[src/rtl/cp0_exc_ctrl.sv]
// ----------------------------------------------------------------------------
// cp0_exc_ctrl -- coprocessor-0 register file and exception controller for
// the multicycle MIPS-lite core.
//
// Holds SR (12), Cause (13), EPC (14) and PRId (15). It samples the hardware
// interrupt lines into Cause.IP and raises int_req when an enabled interrupt
// is pending. It also takes interrupt or synchronous-exception entry, which
// captures EPC, sets EXL and records ExcCode.
//
// Optional feature macro: CP0_TIMER_EN
//   Adds Count (sel 9) and Compare (sel 11) with a sticky timer pending bit
//   in Cause[15], which is masked by SR[15]. NUM_HWINT must be <= 5 when set.
//
// Ports:
//   clk        system clock, rising edge
//   rst        asynchronous active-low reset
//   wen        mtc0 write strobe
//   sel        CP0 register number for read and write
//   din        mtc0 write data
//   dout       mfc0 read data, combinational on sel
//   hwint      level-sensitive hardware interrupt lines
//   pc         PC to resume; captured into EPC on entry
//   exc_req    synchronous exception request
//   exc_code   ExcCode for exc_req
//   eret       eret strobe, clears EXL
//   int_req    enabled interrupt pending (combinational)
//   exc_entry  one-cycle pulse in the cycle after entry is taken
//   epc_out    current EPC for the eret redirect
// ----------------------------------------------------------------------------
module cp0_exc_ctrl #(
  parameter int          NUM_HWINT = 6,
  parameter logic [31:0] PRID_VAL  = 32'h0000_ffff,
  parameter int          EXCCODE_W = 5
) (
  input  logic                 clk,
  input  logic                 rst,
  input  logic                 wen,
  input  logic [4:0]           sel,
  input  logic [31:0]          din,
  output logic [31:0]          dout,
  input  logic [NUM_HWINT-1:0] hwint,
  input  logic [31:0]          pc,
  input  logic                 exc_req,
  input  logic [EXCCODE_W-1:0] exc_code,
  input  logic                 eret,
  output logic                 int_req,
  output logic                 exc_entry,
  output logic [31:0]          epc_out
);

  localparam logic [4:0] SEL_COUNT   = 5'd9;
  localparam logic [4:0] SEL_COMPARE = 5'd11;
  localparam logic [4:0] SEL_SR      = 5'd12;
  localparam logic [4:0] SEL_CAUSE   = 5'd13;
  localparam logic [4:0] SEL_EPC     = 5'd14;
  localparam logic [4:0] SEL_PRID    = 5'd15;

  // One-hot so that exc_entry comes straight from a flop bit.
  localparam logic [2:0] ST_RUN     = 3'b001;
  localparam logic [2:0] ST_ENTRY   = 3'b010;
  localparam logic [2:0] ST_HANDLER = 3'b100;

  logic [2:0]           state_r;
  logic [2:0]           state_nxt_s;
  logic [NUM_HWINT-1:0] im_r;
  logic [NUM_HWINT-1:0] ip_r;
  logic                 ie_r;
  logic                 exl_r;
  logic [EXCCODE_W-1:0] code_r;
  logic [31:0]          epc_r;
  logic                 pend_s;
  logic                 int_req_s;
  logic                 entry_take_s;
  logic                 exc_entry_s;
  logic [31:0]          sr_s;
  logic [31:0]          cause_s;
  logic [31:0]          dout_s;
  logic                 sr_wr_s;

  assign sr_wr_s = wen && (sel == SEL_SR);

`ifdef CP0_TIMER_EN
  logic [31:0] count_r;
  logic [31:0] compare_r;
  logic        tip_r;
  logic        im_t_r;

  // Free-running Count; an mtc0 value becomes the base for the next increment.
  always_ff @(posedge clk or negedge rst) begin
    if (!rst) count_r <= 32'd0;
    else if (wen && (sel == SEL_COUNT)) count_r <= din;
    else count_r <= count_r + 32'd1;
  end

  // Compare register and sticky timer pending bit (only a Compare write clears it).
  always_ff @(posedge clk or negedge rst) begin
    if (!rst) begin
      compare_r <= 32'd0;
      tip_r     <= 1'b0;
    end else if (wen && (sel == SEL_COMPARE)) begin
      compare_r <= din;
      tip_r     <= 1'b0;
    end else if (count_r == compare_r) begin
      tip_r     <= 1'b1;
    end
  end

  // Timer interrupt mask, SR bit 15.
  always_ff @(posedge clk or negedge rst) begin
    if (!rst) im_t_r <= 1'b0;
    else if (sr_wr_s) im_t_r <= din[15];
  end

  assign pend_s = (|(ip_r & im_r)) | (tip_r & im_t_r);
`else
  assign pend_s = |(ip_r & im_r);
`endif

  assign int_req_s    = pend_s & ie_r & ~exl_r;
  assign entry_take_s = (state_r == ST_RUN) && !exl_r && (exc_req || int_req_s);

  // FSM state register.
  always_ff @(posedge clk or negedge rst) begin
    if (!rst) state_r <= ST_RUN;
    else      state_r <= state_nxt_s;
  end

  // FSM next-state logic; eret outside HANDLER only clears EXL.
  always_comb begin
    state_nxt_s = ST_RUN;
    case (state_r)
      ST_RUN:     state_nxt_s = entry_take_s ? ST_ENTRY : ST_RUN;
      ST_ENTRY:   state_nxt_s = ST_HANDLER;
      ST_HANDLER: state_nxt_s = eret ? ST_RUN : ST_HANDLER;
      default:    state_nxt_s = ST_RUN;
    endcase
  end

  // FSM outputs.
  always_comb begin
    exc_entry_s = 1'b0;
    case (state_r)
      ST_ENTRY: exc_entry_s = 1'b1;
      default:  exc_entry_s = 1'b0;
    endcase
  end

  // Cause.IP tracks hwint through a single register stage (not sticky).
  always_ff @(posedge clk or negedge rst) begin
    if (!rst) ip_r <= '0;
    else      ip_r <= hwint;
  end

  // SR.IM / SR.IE follow mtc0 even on an entry or eret edge.
  always_ff @(posedge clk or negedge rst) begin
    if (!rst) begin
      im_r <= '0;
      ie_r <= 1'b0;
    end else if (sr_wr_s) begin
      im_r <= din[10 +: NUM_HWINT];
      ie_r <= din[0];
    end
  end

  // EXL: entry beats eret, and both beat an mtc0 to SR.
  always_ff @(posedge clk or negedge rst) begin
    if (!rst)              exl_r <= 1'b0;
    else if (entry_take_s) exl_r <= 1'b1;
    else if (eret)         exl_r <= 1'b0;
    else if (sr_wr_s)      exl_r <= din[1];
  end

  // EPC: the entry capture wins over a simultaneous mtc0; both are word-aligned.
  always_ff @(posedge clk or negedge rst) begin
    if (!rst)                               epc_r <= 32'd0;
    else if (entry_take_s)                  epc_r <= pc & 32'hffff_fffc;
    else if (wen && (sel == SEL_EPC))       epc_r <= din & 32'hffff_fffc;
  end

  // ExcCode is recorded on entry; interrupts record 0.
  always_ff @(posedge clk or negedge rst) begin
    if (!rst)              code_r <= '0;
    else if (entry_take_s) code_r <= exc_req ? exc_code : {EXCCODE_W{1'b0}};
  end

  // Assemble the architectural SR and Cause words.
  always_comb begin
    sr_s    = 32'd0;
    cause_s = 32'd0;
    sr_s[10 +: NUM_HWINT]    = im_r;
    sr_s[1]                  = exl_r;
    sr_s[0]                  = ie_r;
    cause_s[10 +: NUM_HWINT] = ip_r;
    cause_s[2 +: EXCCODE_W]  = code_r;
`ifdef CP0_TIMER_EN
    sr_s[15]    = im_t_r;
    cause_s[15] = tip_r;
`endif
  end

  // mfc0 read mux; unmapped numbers read 0.
  always_comb begin
    dout_s = 32'd0;
    case (sel)
`ifdef CP0_TIMER_EN
      SEL_COUNT:   dout_s = count_r;
      SEL_COMPARE: dout_s = compare_r;
`endif
      SEL_SR:      dout_s = sr_s;
      SEL_CAUSE:   dout_s = cause_s;
      SEL_EPC:     dout_s = epc_r;
      SEL_PRID:    dout_s = PRID_VAL;
      default:     dout_s = 32'd0;
    endcase
  end

  assign dout      = dout_s;
  assign int_req   = int_req_s;
  assign exc_entry = exc_entry_s;
  assign epc_out   = epc_r;

endmodule

[config.mk]
export PLATFORM = sky130hd
export DESIGN_NAME = cp0_exc_ctrl
export DESIGN_NICKNAME = d
export VERILOG_FILES = /design/src/rtl/cp0_exc_ctrl.sv
export SDC_FILE = /design/constraint.sdc
export NUM_CORES = 1
export LEC_CHECK = 0
export CORE_ASPECT_RATIO = 0.7
export CORE_MARGIN = 2
export CORE_UTILIZATION = 39
export DETAILED_ROUTE_END_ITERATION = 6
export PLACE_DENSITY = 0.81
export SYNTH_ARGS = -nofsm -noshare
export SYNTH_HDL_FRONTEND = slang
export SYNTH_SLANG_ARGS = --single-unit
[constraint.sdc]
create_clock -name clk -period 2.43 [get_ports clk]
set_clock_uncertainty 0.1 [all_clocks]
set_input_delay 0.243 -clock clk [delete_from_list [all_inputs] [get_ports clk]]
set_output_delay 0.243 -clock clk [all_outputs]
set_load 0.05 [all_outputs]
==> flow_metrics.env, run 1 <==
export IMPL_status="finished clean"
export IMPL_setup_violations=0
export IMPL_grt_first_pass_wirelength_microns=13000
export IMPL_crit_chain="clkdlybuf4s50_1 -> nand4b_1 -> buf_4 -> nor2_1 -> buf_4 -> and2_1 -> buf_12"
export IMPL_clk_pin_slew_ns=0.09
export IMPL_drive_gt1_share_pct=32.1
export IMPL_finish_net_count=464
export IMPL_synth_common_cells="mux2_2 (55), dfrtp_1 (51), and2_1 (17), nor2_1 (16), mux2_1 (11)"
export IMPL_maxCapViolations=0
export IMPL_cts_resized=0
export IMPL_crit_top_cell="buf_4"
export IMPL_fmax_mhz=461
export IMPL_gp_congestion=0.804
export IMPL_synth_flop_cell="dfrtp_1"
export IMPL_crit_buf_inv=4
export IMPL_power_leakage_nw=2.01
export IMPL_row_count=25
export IMPL_clkLatencyLatePin_ns=0.30
export IMPL_ctsLongestPathBuffers=2
export IMPL_ys_warn_count=0
export IMPL_rsz0062_at_grt="no"
export IMPL_synth_area_leaders="dfrtp_1 (46%), mux2_2 (22%), mux2_1 (4.5%), and2_1 (3.9%), mux2_4 (3.8%)"
export IMPL_yosys_register_bits=52
export IMPL_finalCritPeriodShare_pct=89.2
export IMPL_area_growth_pct=74.5
export IMPL_drc_errors=0
export IMPL_syn_inst=225
export IMPL_power_density_nw_per_um2=1010
export IMPL_avgSynthCellArea_sq_um=12.3
export IMPL_crit_family="buffers and inverters"
export IMPL_yosysSeqAreaShare_pct=47.2
export IMPL_overflow=0
export IMPL_synthArstFlopShare_pct=100
export IMPL_synthSimpleGateAreaFrac_pct=10.5
export IMPL_setup_tns_ns=0
export IMPL_antenna_found_initial=0
export IMPL_startpoint_type="primary input"
export IMPL_min_period_ns=2.17
export IMPL_yosysTopAreaCellShare_pct=46.3
export IMPL_required_ns=2.09
export IMPL_vias_per_cell=4.94
export IMPL_synth_cell_types=31
export IMPL_io_buffers=146
export IMPL_dieWidth_microns=105
export IMPL_cts_tree="done"
export IMPL_synth_top_family_by_area="multiplexers"
export IMPL_slew_headroom_pct=65.6
export IMPL_track_usage_pct=21.7
export IMPL_wl_microns=8090
export IMPL_final_util_pct=70.9
export IMPL_synth_area_mux_share_pct=31.1
export IMPL_synthAdderAreaFrac_pct=0
export IMPL_synth_top_cell_by_area="dfrtp_1"
export IMPL_arrival_ns=1.83
export IMPL_grt_max_degree=38
export IMPL_numCtsBuffers=5
export IMPL_worst_pin_slew_ns=0.515
export IMPL_start_util_pct=40.6
export IMPL_drt_iter0_drc=58
export IMPL_first_pass_iters=4
export IMPL_cts_root_buf="clkbuf_8"
export IMPL_diodes=0
export IMPL_post_synth_top_count_cell="mux2_2"
export IMPL_clock_sinks=52
export IMPL_min_path_type="in2reg"
export IMPL_detail_route_antenna_nets=0
export IMPL_path_class="in2out"
export IMPL_ir_drop_v=0.000577
export IMPL_dieArea_sq_um=7770
export IMPL_design_core_area_sq_um=6790
export IMPL_io_pins=151
export IMPL_drv_slew=0
export IMPL_worstPathMaxFanout=16
export IMPL_synth_area_sq_um=2760
export IMPL_synth_edf_count=0
export IMPL_wire_per_inst_microns=17.1
export IMPL_cp_slowest_stage_delay_ns=0.49
export IMPL_grt_pass1_vias=2485
export IMPL_htree_levels=2
export IMPL_die_h_microns=74.4
export IMPL_synthXorXnorAreaFrac_pct=0
export IMPL_hold_viol=0
export IMPL_dp_hpwl_microns=6430
export IMPL_via_count=2342
export IMPL_cp_slowest_cell="clkdlybuf4s50_1"
export IMPL_synth_compound_area_share_pct=6.85
export IMPL_critPathCaptureType="primary output"
[flip-flops by register name (all words and copies together) (netlist names)]
name / cells
ie_r: 1
exl_r: 1
ip_r: 6
code_r: 5
epc_out: 30
state_r: 3
im_r: 6
[power by group]
group / leakage [nW] / internal [mW] / total (mW) / switching (mW)
Clock: 0.0552 / 0.306 / 0.585 / 0.279
Sequential: 0.624 / 1.22 / 1.48 / 0.257
Combinational: 1.33 / 1.24 / 2.78 / 1.54
Total: 2.01 / 2.77 / 4.85 / 2.07
[cells in the final DEF (no fill, tap or decap), types with 7 or more instances in the layout]
cell | Yosys | final
buf_12 | 0 | 34
and2_1 | 17 | 17
buf_4 | 6 | 13
nor2_1 | 16 | 16
nand2_1 | 8 | 8
mux2_1 | 11 | 11
a21oi_1 | 8 | 8
mux2_2 | 55 | 55
dfrtp_1 | 51 | 51
clkdlybuf4s50_1 | 0 | 112
mux2_4 | 7 | 7
[logic make-up (layout without fill, tap and decap cells)]
logic type             after synthesis  count (layout)
and+or+nand+nor                     50              50
DFF                                 52              52
AOI/OAI and AO/OA                   30              30
muxes                               74              74
buffers and inverters               18             172
other                                1               2
[final cells by class]
class / instances / area [sq um]
clock buffers: 6 / 72.6
clock inverters: 2 / 35.0
fillers: 503 / 1980
inverters: 3 / 11.3
multi-input cells: 156 / 1360
flip-flops and latches: 52 / 1300
well taps: 94 / 118
repair buffers: 161 / 1910
[through the flow]
stage | hold WS (ns) | power (mW) | instance area [sq um] | worst slack (ns) | std cells
after CTS | 0.261 | 4.90 | 4810 | 0.256 | 474
after detailed placement | 0.113 | 4.31 | 4690 | 0.0656 | 465
after floorplan | -0.153 | 3.32 | 2760 | 0.382 | 226
final | 0.275 | 4.85 | 4810 | 0.261 | 474
after global routing | 0.257 | 5.10 | 4810 | 0.172 | 474
after global placement | 0.105 | 4.22 | 4690 | 0.127 | 465
[final timing paths]
check                      depth (start not counted)                 endpoint  slack, ns                   from
setup / recovery                                   7                 dout[24]       0.26                 sel[3]
hold / removal                                     1        ip_r[2]$_DFF_PN0_       0.27               hwint[2]
hold reg to reg                                    1    code_r[0]$_DFFE_PN0N_       0.41  code_r[0]$_DFFE_PN0N_
max in group asynchronous                          3  epc_out[18]$_DFFE_PN0P_       1.31                    rst
setup reg to reg                                   5  epc_out[22]$_DFFE_PN0P_       0.50    im_r[0]$_DFFE_PN0P_
min in group asynchronous                          2  epc_out[31]$_DFFE_PN0P_       0.31                    rst
[routing by layer]
metal  routed length [microns]  global-route usage [%]  vias to the layer above  part of all wire (%)
li1                          -                       -                     1101                     -
met1                      3460                    27.5                     1137                    43
met2                      4040                    38.9                       93                    50
met3                       451                    3.86                       11                   5.6
met4                       136                    6.31                        0                   1.7
met5                         0                       0                        -                     0
[what timing repair did]
action,CTS,global route
hold endpoints to repair,17,0
hold buffers,1,0
buffers inserted,0,0
No activity file was read; power rests on OpenSTA's default activity.
==> run 2: changes to the inputs <==
CORE_UTILIZATION = 35   (was 39)
PLACE_DENSITY = 0.76   (was 0.81)
clock period = 1.85 ns   (was 2.43 ns; I/O delays follow)
==> run 2 against run 1 <==
  * The flow now finishes with violations (setup timing)
  * Combinational power increased by 52%
  * Total power increased by 43%
  * Via count increased by 6.0%
  * First-iteration DRC count increased by 38%
  * Sequential share of layout area decreased by 2.9 points
  * Critical path depth decreased by 1
  * Sequential power increased by 34%
  * Final area increased by 12%
  * Highest routed layer unchanged
==> flow_metrics.env, run 2 (synthesis results as in run 1) <==
export IMPL_final_util_pct=69.7
export IMPL_min_path_type="in2reg"
export IMPL_gp_congestion=0.772
export IMPL_status="finished with violations"
export IMPL_overflow=0
export IMPL_power_density_nw_per_um2=1280
export IMPL_min_period_ns=1.85
export IMPL_wire_per_inst_microns=17.9
export IMPL_cts_tree="done"
export IMPL_pwr_share_seq_pct=28.6
export IMPL_r2r_start="ip_r[0]$_DFF_PN0_"
export IMPL_finalNonFillerCells=504
export IMPL_arrival_ns=1.95
export IMPL_cts_root_buf="clkbuf_8"
export IMPL_dp_hpwl_microns=6380
export IMPL_grt_pass1_vias=2651
export IMPL_layout_setup_ws_ns=-0.00420
export IMPL_worstHoldEndpoint="ip_r[4]$_DFF_PN0_"
export IMPL_worstPathMaxFanout=5
export IMPL_area_growth_pct=95.6
export IMPL_io_buffers=146
export IMPL_first_pass_iters=4
export IMPL_dieArea_sq_um=8620
export IMPL_mostFrequentLayoutCells="clkdlybuf4s50_1 (99), dfrtp_1 (51), mux2_2 (39)"
export IMPL_dieWidth_microns=110
export IMPL_grt_max_degree=24
export IMPL_drc_errors=0
export IMPL_drive_gt1_share_pct=46.8
export IMPL_path_class="reg2reg"
export IMPL_ctsLongestPathBuffers=2
export IMPL_p_switching_mw=2.92
export IMPL_rr_endpoint="epc_out[30]$_DFFE_PN0P_"
export IMPL_numCtsBuffers=5
export IMPL_switching_share_pct=42.2
export IMPL_ir_drop_v=0.00106
export IMPL_rr_worst_depth=6
export IMPL_clock_sinks=52
export IMPL_power_leakage_nw=2.37
export IMPL_hold_viol=0
export IMPL_clk_pin_slew_ns=0.10
export IMPL_design_core_area_sq_um=7740
export IMPL_hold_depth=1
export IMPL_worstHoldStart="hwint[4]"
export IMPL_detail_route_antenna_nets=0
export IMPL_layout_commonest_cell="clkdlybuf4s50_1"
export IMPL_htree_levels=2
export IMPL_wl_microns=9000
export IMPL_finish_net_count=486
export IMPL_placed_cells=477
export IMPL_fmax_mhz=539
export IMPL_antenna_found_initial=1
export IMPL_grt_first_pass_wirelength_microns=13700
export IMPL_clkLatencyLatePin_ns=0.30
export IMPL_pwr_share_comb_pct=61.1
export IMPL_vias_per_cell=4.93
export IMPL_worst_pin_slew_ns=0.604
export IMPL_p_clk_share_pct=10.3
export IMPL_finalCritPeriodShare_pct=100
export IMPL_row_count=27
export IMPL_largest_reg_flops=30
export IMPL_rsz0062_at_grt="yes"
export IMPL_failed_checks="setup timing"
export IMPL_drv_slew=0
export IMPL_die_h_microns=78.3
export IMPL_start_util_pct=35.6
export IMPL_track_usage_pct=20.8
export IMPL_cellInternalPower_mw=4.00
export IMPL_r2r_setup_slack_ns=-0.004
export IMPL_slew_headroom_pct=59.7
export IMPL_via_count=2483
export IMPL_required_ns=1.95
export IMPL_drt_iter0_drc=80
export IMPL_io_pins=151
export IMPL_p_total_mw=6.92
export IMPL_maxCapViolations=0
export IMPL_startpoint_type="flip-flop"
export IMPL_critPathCaptureType="flip-flop"
export IMPL_setup_violations=6
[run 2: cell count changes in the layout (fill, tap and decap cells not counted), moves of 7 or more]
cell	change
and2_4	+16
mux2_2	-16
mux2_4	+19
clkdlybuf4s50_1	-13
and2_1	-16
buf_6	+9
nor2_1	-7
[run 2: final cells by class]
| class | count | area [sq um] |
|---|---|---|
| Clock buffer | 8 | 100 |
| Multi-Input combinational cell | 156 | 1570 |
| Inverter | 3 | 11.3 |
| Fill cell | 574 | 2340 |
| Tap cell | 101 | 126 |
| Sequential cell | 52 | 1300 |
| Timing Repair Buffer | 183 | 2280 |
| Antenna cell | 1 | 2.50 |
[run 2: layer usage]
metal / global-route usage [%] / routed length, microns
met1: 27.3 / 4020
met2: 33.9 / 4260
met3: 5.32 / 630
met4: 5.63 / 101
met5: 0 / 0
[run 2: worst max-delay path: stages (launching register included)]
cell	delay, ns
dfrtp_1	0.40
a22oi_2	0.28
a31oi_4	0.15
o21ai_4	0.23
buf_6	0.15
clkbuf_16	0.15
mux2_4	0.30
[run 2: stage by stage]
| step | hold WS [ns] | area, sq um | setup TNS (ns) | setup slack (ns) |
|---|---|---|---|---|
| global placement | 0.110 | 4810 | -15.45 | -0.397 |
| finish | 0.210 | 5390 | -0.0112 | -0.00420 |
| CTS | 0.206 | 5160 | 0 | 0.000402 |
| global route | 0.195 | 5390 | -1.71 | -0.0794 |
| detailed placement | 0.124 | 4810 | -17.63 | -0.471 |
| floorplan | -0.211 | 2800 | -0.112 | -0.0560 |
[run 2: worst max-delay path by stage]
stage	from	endpoint	slack [ns]	depth (start not counted)
2_1_floorplan	sel[1]	dout[0]	-0.06	4
6_report	ip_r[0]$_DFF_PN0_	epc_out[30]$_DFFE_PN0P_	-0.004	6
4_1_cts	sel[4]	epc_out[29]$_DFFE_PN0P_	0.0004	8
3_3_place_gp	sel[4]	epc_out[16]$_DFFE_PN0P_	-0.40	6
3_5_place_dp	sel[3]	epc_out[16]$_DFFE_PN0P_	-0.47	6
5_1_grt	ip_r[0]$_DFF_PN0_	epc_out[30]$_DFFE_PN0P_	-0.08	6
[run 2: repair_timing]
action / CTS / global route
gates cloned: 4 / 2
gates resized for setup: 36 / 41
endpoints found under the setup margin: 53 / 63
hold buffers: 1 / 0
endpoints found under the hold margin: 20 / 0
setup buffers: 6 / 6
pin swaps: 4 / 9
[run 2: power by group through the flow]
stage	sequential, mW	combinational (mW)	clock [mW]
6_report	1.98	4.23	0.711
5_1_grt	2.05	4.44	0.773
4_1_cts	1.97	3.81	0.737
3_5_place_dp	1.98	3.77	0
3_3_place_gp	1.95	3.71	0
2_1_floorplan	3.08	1.29	0
==> run 3: changes to the inputs <==
CTS_CLUSTER_SIZE = 24   (was default)
PLACE_DENSITY = 0.86   (was 0.76)
==> run 3 against run 2 <==
  * The flow now finishes without violations
  * Sequential cell count is the same
  * Sequential power about the same
  * Register-to-register slack hardly changed
  * Combinational power down 9.2%
  * Final area shrank 4.9%
  * Critical path type unchanged
  * Critical endpoint is now epc_out[15]$_DFFE_PN0P_
==> flow_metrics.env, run 3 (synthesis results as in run 1) <==
export IMPL_min_path_type="in2async"
export IMPL_crit_buf_inv=1
export IMPL_grt_first_pass_wirelength_microns=13500
export IMPL_p_total_mw=6.48
export IMPL_finalCritPeriodShare_pct=99.7
export IMPL_cts_root_buf="clkbuf_8"
export IMPL_startpoint_type="flip-flop"
export IMPL_ctsLongestPathBuffers=2
export IMPL_drt_iter0_drc=66
export IMPL_ir_drop_v=0.000905
export IMPL_grt_max_degree=26
export IMPL_drc_errors=0
export IMPL_dp_hpwl_microns=6510
export IMPL_largest_reg_flops=30
export IMPL_wl_microns=8790
export IMPL_setup_violations=0
export IMPL_cp_slowest_stage_delay_ns=0.41
export IMPL_clk_pin_slew_ns=0.09
export IMPL_gp_congestion=0.782
export IMPL_wire_per_inst_microns=17.9
export IMPL_dieWidth_microns=110
export IMPL_worst_hold_slack_ns=0.206
export IMPL_power_leakage_nw=2.21
export IMPL_hold_viol=0
export IMPL_clkLatencyLatePin_ns=0.30
export IMPL_io_pins=151
export IMPL_worst_pin_slew_ns=0.531
export IMPL_dieArea_sq_um=8620
export IMPL_critPathCaptureType="flip-flop"
export IMPL_power_density_nw_per_um2=1260
export IMPL_drive_gt1_share_pct=39.5
export IMPL_path_class="reg2reg"
export IMPL_rsz0062_at_grt="yes"
export IMPL_crit_family="compound AO/OA/AOI/OAI gates"
export IMPL_crit_chain="a22oi_2 -> a31oi_4 -> o21ai_4 -> buf_12 -> mux2_2"
export IMPL_row_count=27
export IMPL_grt_pass1_vias=2640
export IMPL_design_core_area_sq_um=7740
export IMPL_worstPathMaxFanout=18
export IMPL_slew_headroom_pct=64.6
export IMPL_drv_slew=0
export IMPL_start_util_pct=35.6
export IMPL_mostFrequentLayoutCells="clkdlybuf4s50_1 (96), dfrtp_1 (51), mux2_2 (50)"
export IMPL_overflow=0
export IMPL_arrival_ns=1.93
export IMPL_die_h_microns=78.3
export IMPL_io_buffers=146
export IMPL_fmax_mhz=542
export IMPL_maxCapViolations=0
export IMPL_required_ns=1.94
export IMPL_track_usage_pct=20.8
export IMPL_clock_sinks=52
export IMPL_detail_route_antenna_nets=0
export IMPL_antenna_found_initial=0
export IMPL_vias_per_cell=4.98
export IMPL_diodes=0
export IMPL_dpl_instance_area_sq_um=4790
export IMPL_numCtsBuffers=5
export IMPL_htree_levels=2
export IMPL_via_count=2446
export IMPL_cts_tree="done"
export IMPL_setup_tns_ns=0
export IMPL_first_pass_iters=4
export IMPL_finalInstanceArea_sq_um=5130
export IMPL_status="finished clean"
export IMPL_cp_slowest_cell="dfrtp_1"
export IMPL_area_growth_pct=86.0
export IMPL_min_period_ns=1.84
export IMPL_layout_commonest_cell="clkdlybuf4s50_1"
export IMPL_finish_net_count=474
-- run 3: cell count changes in the layout (fill, tap and decap cells not counted), moves of 2 or more --
cell,before,now
buf_12,38,40
clkdlybuf4s50_1,99,96
mux2_2,39,50
mux2_1,8,11
clkbuf_16,2,0
clkinv_2,0,2
dlymetal6s2s_1,5,8
and2_4,16,0
buf_6,9,2
and2_1,1,17
buf_4,18,14
mux2_4,26,12
-- run 3: final timing paths --
path,cells after the start,to,start,slack [ns]
worst max-delay path,5,epc_out[15]$_DFFE_PN0P_,im_r[0]$_DFFE_PN0P_,0.006
max in group asynchronous,3,state_r[0]$_DFF_PN1_,rst,0.84
worst min-delay path,2,ip_r[2]$_DFF_PN0_,rst,0.21
worst max register to register,5,epc_out[15]$_DFFE_PN0P_,im_r[0]$_DFFE_PN0P_,0.006
worst min register to register,1,code_r[4]$_DFFE_PN0N_,code_r[4]$_DFFE_PN0N_,0.41
min in group clk,1,ip_r[1]$_DFF_PN0_,hwint[1],0.22
-- run 3: worst register-to-register path: stages (launching register included) --
cell,delay (ns)
dfrtp_1,0.41
a22oi_2,0.28
a31oi_4,0.15
o21ai_4,0.24
buf_12,0.20
mux2_2,0.36
-- run 3: layer usage --
layer  track usage, %  vias up  share of wire, %
met4             4.25        0               1.2
li1                 -     1125                 -
met3             5.40       16               7.4
met1             26.8     1194                41
met2             35.2      111                50
met5                0        -                 0
-- run 3: where the power goes --
group	internal (mW)	switching, mW
sequential	1.61	0.361
combinational	1.75	2.09
clock	0.300	0.369
-- run 3: what timing repair did --
action / in CTS / in global routing
setup endpoints to repair: 54 / 37
pin swaps: 2 / 4
gates cloned: 4 / 0
gates resized for setup: 24 / 16
endpoints found under the hold margin: 35 / 0
hold buffers: 1 / 0
buffers inserted: 5 / 0
-- run 3: through the flow --
step	util [%]	cells	worst slack, ns
5_1_grt	66.3	491	-0.0469
4_1_cts	65.9	492	0.0179
3_5_place_dp	62.0	474	-0.468
3_3_place_gp	62.0	474	-0.409
6_report	66.3	491	0.00576
2_1_floorplan	-	226	-0.0560
-- run 3: layout make-up --
class | count | area (sq um)
Clock buffer | 6 | 82.6
Sequential cell | 52 | 1300
Timing Repair Buffer | 171 | 2130
Inverter | 3 | 11.3
Clock inverter | 2 | 10.0
Fill cell | 589 | 2610
Tap cell | 101 | 126
Multi-Input combinational cell | 156 | 1460
